`src/rtl/uart_rx_core.sv`:
```
// uart_rx_core: serial receive front end for the AHBUart block.
// Synchronises rx, detects start bits, samples frames at mid-bit using a
// programmable clocks-per-bit divisor, and presents each byte through a
// one-entry valid/ready holding register with framing/overrun reporting.
// Optional build macro: UART_RX_PARITY_EN (8E1 frames with a parity check;
// when undefined, frames are 8N1 and parity_err is tied low).
module uart_rx_core #(
  parameter int RATE_W      = 16,
  parameter int SYNC_STAGES = 2
) (
  input  logic              clk,
  input  logic              nReset,
  input  logic              rx,
  input  logic [RATE_W-1:0] rate,
  output logic [7:0]        data,
  output logic              valid,
  input  logic              ready,
  output logic              frame_err,
  output logic              overrun,
  output logic              parity_err,
  output logic              rts,
  output logic              busy
);

  typedef enum logic [2:0] {IDLE, START, DATA, PARITY, STOP, WAIT_HIGH} state_t;

  state_t                 state_q, state_d;
  logic [SYNC_STAGES-1:0] sync_q, sync_d;
  logic [RATE_W-1:0]      cnt_q, cnt_d;
  logic [RATE_W-1:0]      r_q, r_d;
  logic [2:0]             idx_q, idx_d;
  logic [7:0]             shift_q, shift_d;
  logic [7:0]             data_q, data_d;
  logic                   valid_q, valid_d;
  logic                   ferr_q, ferr_d;
  logic                   ovr_q, ovr_d;
  logic                   done;

  logic              rx_s;
  logic [RATE_W-1:0] r_eff, full_m1, half_m1;

  assign rx_s    = sync_q[SYNC_STAGES-1];
  // Divisors below 4 would leave no room for a mid-bit sample point.
  assign r_eff   = (rate < RATE_W'(4)) ? RATE_W'(4) : rate;
  assign full_m1 = r_q - 1'b1;
  assign half_m1 = (r_q >> 1) - 1'b1;

`ifdef UART_RX_PARITY_EN
  logic par_q, par_d;
  logic perr_q, perr_d;
`endif

  // Frame FSM: start validation, bit sampling, stop check, break wait.
  always_comb begin
    sync_d  = {sync_q[SYNC_STAGES-2:0], rx};
    state_d = state_q;
    cnt_d   = cnt_q;
    r_d     = r_q;
    idx_d   = idx_q;
    shift_d = shift_q;
    done    = 1'b0;
    ferr_d  = 1'b0;
`ifdef UART_RX_PARITY_EN
    par_d   = par_q;
`endif
    case (state_q)
      IDLE: if (!rx_s) begin
        state_d = START;
        cnt_d   = '0;
        r_d     = r_eff;
      end
      START: begin
        if (cnt_q == half_m1) begin
          if (rx_s) state_d = IDLE;
          else begin
            state_d = DATA;
            cnt_d   = '0;
            idx_d   = '0;
          end
        end else cnt_d = cnt_q + 1'b1;
      end
      DATA: begin
        if (cnt_q == full_m1) begin
          shift_d[idx_q] = rx_s;
          cnt_d          = '0;
          idx_d          = idx_q + 1'b1;
`ifdef UART_RX_PARITY_EN
          if (idx_q == 3'd7) state_d = PARITY;
`else
          if (idx_q == 3'd7) state_d = STOP;
`endif
        end else cnt_d = cnt_q + 1'b1;
      end
`ifdef UART_RX_PARITY_EN
      PARITY: begin
        if (cnt_q == full_m1) begin
          par_d   = rx_s;
          cnt_d   = '0;
          state_d = STOP;
        end else cnt_d = cnt_q + 1'b1;
      end
`endif
      STOP: begin
        if (cnt_q == full_m1) begin
          done  = 1'b1;
          cnt_d = '0;
          if (rx_s) state_d = IDLE;
          else begin
            // Line still low: flag it and wait out the break before re-arming.
            ferr_d  = 1'b1;
            state_d = WAIT_HIGH;
          end
        end else cnt_d = cnt_q + 1'b1;
      end
      WAIT_HIGH: if (rx_s) state_d = IDLE;
      default: state_d = IDLE;
    endcase
  end

`ifdef UART_RX_PARITY_EN
  // Even parity: all data bits plus the parity bit must XOR to zero.
  always_comb perr_d = done & (^{shift_q, par_q});
`endif

  // Holding register: a consume and a completion in one cycle swap bytes.
  always_comb begin
    data_d  = data_q;
    valid_d = valid_q;
    ovr_d   = 1'b0;
    if (valid_q && ready) valid_d = 1'b0;
    if (done) begin
      if (!valid_q || ready) begin
        data_d  = shift_q;
        valid_d = 1'b1;
      end else ovr_d = 1'b1;
    end
  end

  // State registers; reset drops any partial frame without error pulses.
  always_ff @(posedge clk or posedge nReset) begin
    if (nReset) begin
      state_q <= IDLE;
      sync_q  <= '1;
      cnt_q   <= '0;
      r_q     <= '0;
      idx_q   <= '0;
      shift_q <= '0;
      data_q  <= '0;
      valid_q <= 1'b0;
      ferr_q  <= 1'b0;
      ovr_q   <= 1'b0;
`ifdef UART_RX_PARITY_EN
      par_q   <= 1'b0;
      perr_q  <= 1'b0;
`endif
    end else begin
      state_q <= state_d;
      sync_q  <= sync_d;
      cnt_q   <= cnt_d;
      r_q     <= r_d;
      idx_q   <= idx_d;
      shift_q <= shift_d;
      data_q  <= data_d;
      valid_q <= valid_d;
      ferr_q  <= ferr_d;
      ovr_q   <= ovr_d;
`ifdef UART_RX_PARITY_EN
      par_q   <= par_d;
      perr_q  <= perr_d;
`endif
    end
  end

  assign data      = data_q;
  assign valid     = valid_q;
  assign frame_err = ferr_q;
  assign overrun   = ovr_q;
`ifdef UART_RX_PARITY_EN
  assign parity_err = perr_q;
`else
  assign parity_err = 1'b0;
`endif
  assign rts  = !valid_q || ready;
  assign busy = (state_q != IDLE);

endmodule
```
`config.mk`:
```
export PLATFORM = sky130hd
export DESIGN_NAME = uart_rx_core
export DESIGN_NICKNAME = d
export VERILOG_FILES = /design/src/rtl/uart_rx_core.sv
export SDC_FILE = /design/constraint.sdc
export NUM_CORES = 1
export LEC_CHECK = 0
export CORE_ASPECT_RATIO = 1.5
export CORE_MARGIN = 8
export CORE_UTILIZATION = 54
export DETAILED_ROUTE_END_ITERATION = 12
export PLACE_DENSITY = 0.81
export SETUP_SLACK_MARGIN = 0.1
export SLEW_MARGIN = 5
export SYNTH_ARGS = -nofsm -noshare
export SYNTH_HDL_FRONTEND = slang
export SYNTH_SLANG_ARGS = --single-unit
```
`constraint.sdc`:
```
create_clock -name clk -period 7.6 [get_ports clk]
set_clock_uncertainty 0.1 [all_clocks]
set_input_delay 1.52 -clock clk [delete_from_list [all_inputs] [get_ports clk]]
set_output_delay 1.52 -clock clk [all_outputs]
set_load 0.01 [all_outputs]
```
==> results of run 1 <==
## cells in the final DEF, fill, tap and decap left out, drive strengths merged, types with 3 or more instances in the layout
| cell | netlist | routed |
|---|---|---|
| and3 | 9 | 9 |
| nor2b | 6 | 6 |
| clkdlybuf4s50 | 0 | 32 |
| dfrtp | 57 | 57 |
| nand2 | 28 | 28 |
| a21oi | 15 | 15 |
| nor3 | 10 | 10 |
| clkbuf | 24 | 11 |
| nor3b | 4 | 4 |
| nor4 | 17 | 17 |
| or2 | 3 | 3 |
| o211ai | 3 | 3 |
| a41oi | 3 | 3 |
| xor2 | 6 | 6 |
| or3 | 7 | 7 |
| a31o | 3 | 3 |
| nand3b | 8 | 8 |
| o21ai | 23 | 23 |
| o31ai | 3 | 3 |
| buf | 10 | 4 |
| nand3 | 16 | 16 |
| nor2 | 27 | 27 |
| a211o | 3 | 3 |
| or4 | 7 | 7 |
| a2111oi | 3 | 3 |
| nand4 | 9 | 9 |
| inv | 21 | 22 |
| ha | 5 | 5 |
| xnor2 | 26 | 26 |
| a31oi | 13 | 13 |
| mux2 | 27 | 27 |
| nand2b | 4 | 4 |
## registers in the layout, indices dropped and copies added, names as in the netlist
register and flops:
cnt_q 16, valid 1, state_q 3, data 8, overrun 1, frame_err 1, shift_q 8, sync_q 2
r_q 16, idx_q 3
## worst paths after layout
path | startpoint | end | slack (ns) | cells after the start
worst max-delay path | ready | rts | 3.29 | 3
worst min register to register | sync_q[0]$_DFF_PP1_ | sync_q[1]$_DFF_PP1_ | 0.26 | 0
worst max register to register | r_q[1]$_DFFE_PP0P_ | shift_q[2]$_DFFE_PP0P_ | 3.32 | 10
min in group asynchronous | nReset | overrun$_DFF_PP0_ | 1.60 | 3
worst min-delay path | sync_q[0]$_DFF_PP1_ | sync_q[1]$_DFF_PP1_ | 0.26 | 0
max in group asynchronous | nReset | cnt_q[0]$_DFFE_PP0P_ | 5.31 | 3
## worst max-delay path: cells and delay by family
| family | cells | cell delay, ns |
|---|---|---|
| and+or+nand+nor | 1 | 0.17 |
| buffers and inverters | 2 | 1.00 |
## kinds of logic (layout without fill, tap and decap cells)
logic type	Yosys count	after routing	share of synthesized area [%]
adders and majority gates	5	5	1.63
muxes	27	27	7.93
xor gates and xnor gates	32	32	7.31
AOI/OAI and AO/OA	86	86	14.7
and+or+nand+nor	164	164	23.9
other	1	1	0.0978
buffers and inverters	55	73	5.91
DFF	59	59	38.6
## routing by layer
| metal | up-vias | track usage, % | part of all wire, % |
|---|---|---|---|
| met3 | 29 | 4.34 | 3.3 |
| met2 | 91 | 36.2 | 53 |
| li1 | 1580 | - | - |
| met5 | - | 0 | 0 |
| met1 | 1614 | 21.4 | 39 |
| met4 | 0 | 14.1 | 4.1 |
## cell type report
| class | instances | area, um^2 |
|---|---|---|
| fillers | 590 | 2500 |
| multi-input cells | 315 | 2140 |
| flip-flops and latches | 59 | 1480 |
| repair buffers | 36 | 350 |
| clock buffers | 11 | 151 |
| well taps | 78 | 97.6 |
| inverters | 21 | 78.8 |
| clock inverters | 5 | 60.1 |
## power breakdown
part,total [mW],switching [mW],internal (mW),leakage (nW)
combinational,0.641,0.362,0.278,0.863
sequential,0.534,0.157,0.377,0.772
clock,0.305,0.135,0.170,0.106
total,1.48,0.655,0.825,1.74
## per-stage QoR
stage	area (um^2)	utilization [%]
floorplan	3830	-
global placement	4140	60.4
detailed placement	4140	60.4
CTS	4350	63.5
global route	4350	63.5
finish	4350	63.5
==> flow_summary.ini, run 1 <==
[status]
outcome = complete, no violations

[die]
die-area_um2 = 10100
initial_core_util_pct = 56.0
die_w_um = 84.8
core_area_um2 = 6850
fp-row-count = 37
die_h_um = 119
pin_count = 34

[clock_tree]
clk_latency_ns = 0.36
cts_resized = 0
clock_path_buffers = 2
cts.clk_slew.worst_paths_ns = 0.07
cts_hold_buf = 0
cts_tree = built
clock-sinks = 59
post-cts-setup-buffer-count = 0
htreeDepth = 3
cts_made_buffers = 9
cts_root_buffer = clkbuf_8

[routing]
via_per_inst = 6.31
ant_nets = 0
first_pass_iters = 4
vias = 3314
wl_per_cell_um = 19.1
wirelength_um = 10100
drc = 0
drtIter0Drc = 280

[global_route]
grt_pass1_vias = 3350
antenna_found_initial = 0
grt_pass1_wl_um = 16400
grt_use_total_pct = 20.6
gr-total-overflow = 0
grt_max_degree = 60

[cells_and_area]
diodes = 0
drive_gt1_share_pct = 14.1
area_growth_pct = 13.5
fin_nets = 467
final_cell_count_no_fill = 525

[placed_design]
port_buffers = 32
place_hpwl_um = 7420
dp_cells = 509
dp_worst_setup_slack_ns = 3.29
gp_congestion = 0.990

[synth]
synth_top_area_share_pct = 37.2
syn_inst = 429
ys_ff_latch = 59
synth_commonest_cells = dfrtp_1 (57), nand2_1 (28), mux2_2 (27), nor2_1 (27), xnor2_1 (26)
ys.flop_type = dfrtp_1
yosysMostFrequentCell = dfrtp_1
ys_seq_area_share_pct = 38.6
syn_avg_cell_area_um2 = 8.94
synth_edf_count = 0
synthTopCellsByArea = dfrtp_1 (37%), mux2_2 (7.9%), xnor2_1 (5.9%)
syn_nets = 454
synthArstFlopShare_pct = 100
synthesis.area_um2 = 3830
yosys.area.top_type = dfrtp_1
yosys_warnings = 0
yosysUniqueCellTypes = 58

[timing]
final-setup-viol-count = 0
hold_ws_ns = 0.256
worstMarginPinSlew_ns = 1.00
maxSlewViolCount = 0
rsz0062_at_grt = false
maxSlewHeadroom_pct = 32.8
timing.final.crit_period_ns = 4.31
max_freq_mhz = 232
setup-tns-final_ns = 0
period_share_pct = 56.7
finalHoldViolations = 0
finalWorstSetupSlack_ns = 3.29

[power_and_ir_drop]
p_leak_nw = 1.74
irDropWorstVdd_mv = 0.302
total_power_mw = 1.48
power_density_nw_per_um2 = 340

[run]
cap_viol_max_count = 0

[setup_path]
end_kind = output port
required_ns = 5.98
crit_chain = clkdlybuf4s50_1 -> nand2b_1 -> clkdlybuf4s50_1
cp_max_fo = 4
crit_path_top_delay_cell = clkdlybuf4s50_1
startpoint_type = primary input
cpPeakStageDelay_ns = 0.56
worstPathArrival_ns = 2.69
crit_path_frequent_cell = clkdlybuf4s50_1
path_class = in -> out

[hold_path]
worstHoldPathType = reg -> reg
No activity file was read; power rests on OpenSTA's default activity.
==> run 2, diff against run 1 <==
clock period = 4.4 ns   (was 7.6 ns; I/O delays follow)
==> run 2 against run 1 <==
Routed wire length up 4.9%. Setup slack lost 3.0 ns. Critical path depth increased by 7. Critical path type is now reg -> reg. Largest cell class unchanged.
==> flow_summary.ini, run 2 (same netlist as run 1, synthesis figures left out) <==
[status]
outcome = complete, no violations

[cells_and_area]
drive_gt1_share_pct = 15.8
seqCellArea_um2 = 1480
diodes = 0
final_cell_mix = dfrtp_1 (57), clkdlybuf4s50_1 (32), nand2_1 (28), nor2_1 (27), mux2_2 (27)
n_fill_cell = 579
multiInputGateArea_um2 = 2140
reg.largest.list = cnt_q (16), r_q (16)
fin_util_pct = 64.8
fin_nets = 475
area_growth_pct = 15.7
final_common_cell = dfrtp_1

[routing]
wl_per_cell_um = 19.8
drc = 0
ant_nets = 0
drtIter0Drc = 321
wirelength_um = 10500
first_pass_iters = 4
via_per_inst = 6.36
vias = 3391

[placed_design]
place_hpwl_um = 7700
gp_congestion = 0.998
dp_worst_setup_slack_ns = 0.235
port_buffers = 32

[global_route]
grt_max_degree = 42
grt_pass1_vias = 3570
grt_use_total_pct = 21.7
gr-total-overflow = 0
grt_pass1_wl_um = 17200
antenna_found_initial = 0

[setup_path]
cpLargestDelayFamily = simple AND/OR/NAND/NOR gates
crit_path_top_delay_cell = or4b_2
cpPeakStageDelay_ns = 0.63
crit_path_frequent_cell = a211oi_1
worstPathArrival_ns = 4.19
required_ns = 4.53
startpoint_type = register
end_kind = register
cp_max_fo = 8
crit_chain = inv_1 -> ha_2 -> or4b_2 -> or4_1 -> a211oi_1 -> a211oi_1 -> or4_4 -> or3_4 -> nor3b_2 -> mux2_2
path_class = reg -> reg
critPathBufInv = 1

[die]
core_area_um2 = 6850
initial_core_util_pct = 56.0
die_h_um = 119
fp-row-count = 37
die-area_um2 = 10100
pin_count = 34
die_w_um = 84.8

[clock_tree]
cts_root_buffer = clkbuf_8
htreeDepth = 3
clock-sinks = 59
clk_latency_ns = 0.35
cts_hold_buf = 0
cts_tree = built
cts_resized = 0
post-cts-setup-buffer-count = 0
cts.clk_slew.worst_paths_ns = 0.06
cts_made_buffers = 9
clock_path_buffers = 2

[power_and_ir_drop]
power_density_nw_per_um2 = 598
p_leak_nw = 1.79
irDropWorstVdd_mv = 0.468

[hold_path]
worstHoldPathType = reg -> reg

[timing]
worstMarginPinSlew_ns = 0.927
period_share_pct = 92.4
timing.final.crit_period_ns = 4.06
setup-tns-final_ns = 0
maxSlewViolCount = 0
rsz0062_at_grt = false
maxSlewHeadroom_pct = 37.7
final-setup-viol-count = 0
finalWorstSetupSlack_ns = 0.335
max_freq_mhz = 246
finalHoldViolations = 0

[run]
cap_viol_max_count = 0
run 2: changes by cell type in the layout (fill, tap and decap cells not counted), sizes merged:
cell    change
clkbuf      +1
clkinv      -1
bufinv      +1
inv         -1
buf         +8
run 2: cell type report:
cell class,count,share of cell area (%)
inverter,21,1.78
clock inverter,4,1.64
clock buffer,12,3.50
multi-input combinational,315,48.3
timing repair buffer,44,9.25
tap,78,2.20
sequential,59,33.3
run 2: path summary, 6_finish.rpt:
check	start	end	slack (ns)	depth (start not counted)
hold / removal	sync_q[0]$_DFF_PP1_	sync_q[1]$_DFF_PP1_	0.26	0
max in group asynchronous	nReset	cnt_q[12]$_DFFE_PP0P_	2.48	3
setup reg to reg	r_q[2]$_DFFE_PP0P_	shift_q[2]$_DFFE_PP0P_	0.34	10
hold reg to reg	sync_q[0]$_DFF_PP1_	sync_q[1]$_DFF_PP1_	0.26	0
min in group asynchronous	nReset	r_q[5]$_DFFE_PP0P_	0.93	2
setup / recovery	r_q[2]$_DFFE_PP0P_	shift_q[2]$_DFFE_PP0P_	0.34	10
run 2: power by group:
group | switching, mW | internal [mW]
sequential | 0.241 | 0.651
clock | 0.219 | 0.349
combinational | 0.682 | 0.513
run 2: metrics by stage:
stage	cells	hold slack [ns]	total power, mW	cell area [um^2]
2_1_floorplan	429	0.245	1.73	3830
3_3_place_gp	517	0.246	2.03	4200
3_5_place_dp	517	0.247	2.06	4200
4_1_cts	533	0.256	2.64	4430
5_1_grt	533	0.263	2.82	4440
6_report	533	0.256	2.65	4440
run 2: layer usage:
layer	track usage [%]	wire, um
met4	15.1	548
met5	0	0
met1	21.5	3950
met3	5.99	495
met2	38.4	5540
==> run 3, diff against run 2 <==
CAP_MARGIN = 25   (was not set)
==> results of run 3 <==
Final layout, timing and power as in run 2 (identical DEF).
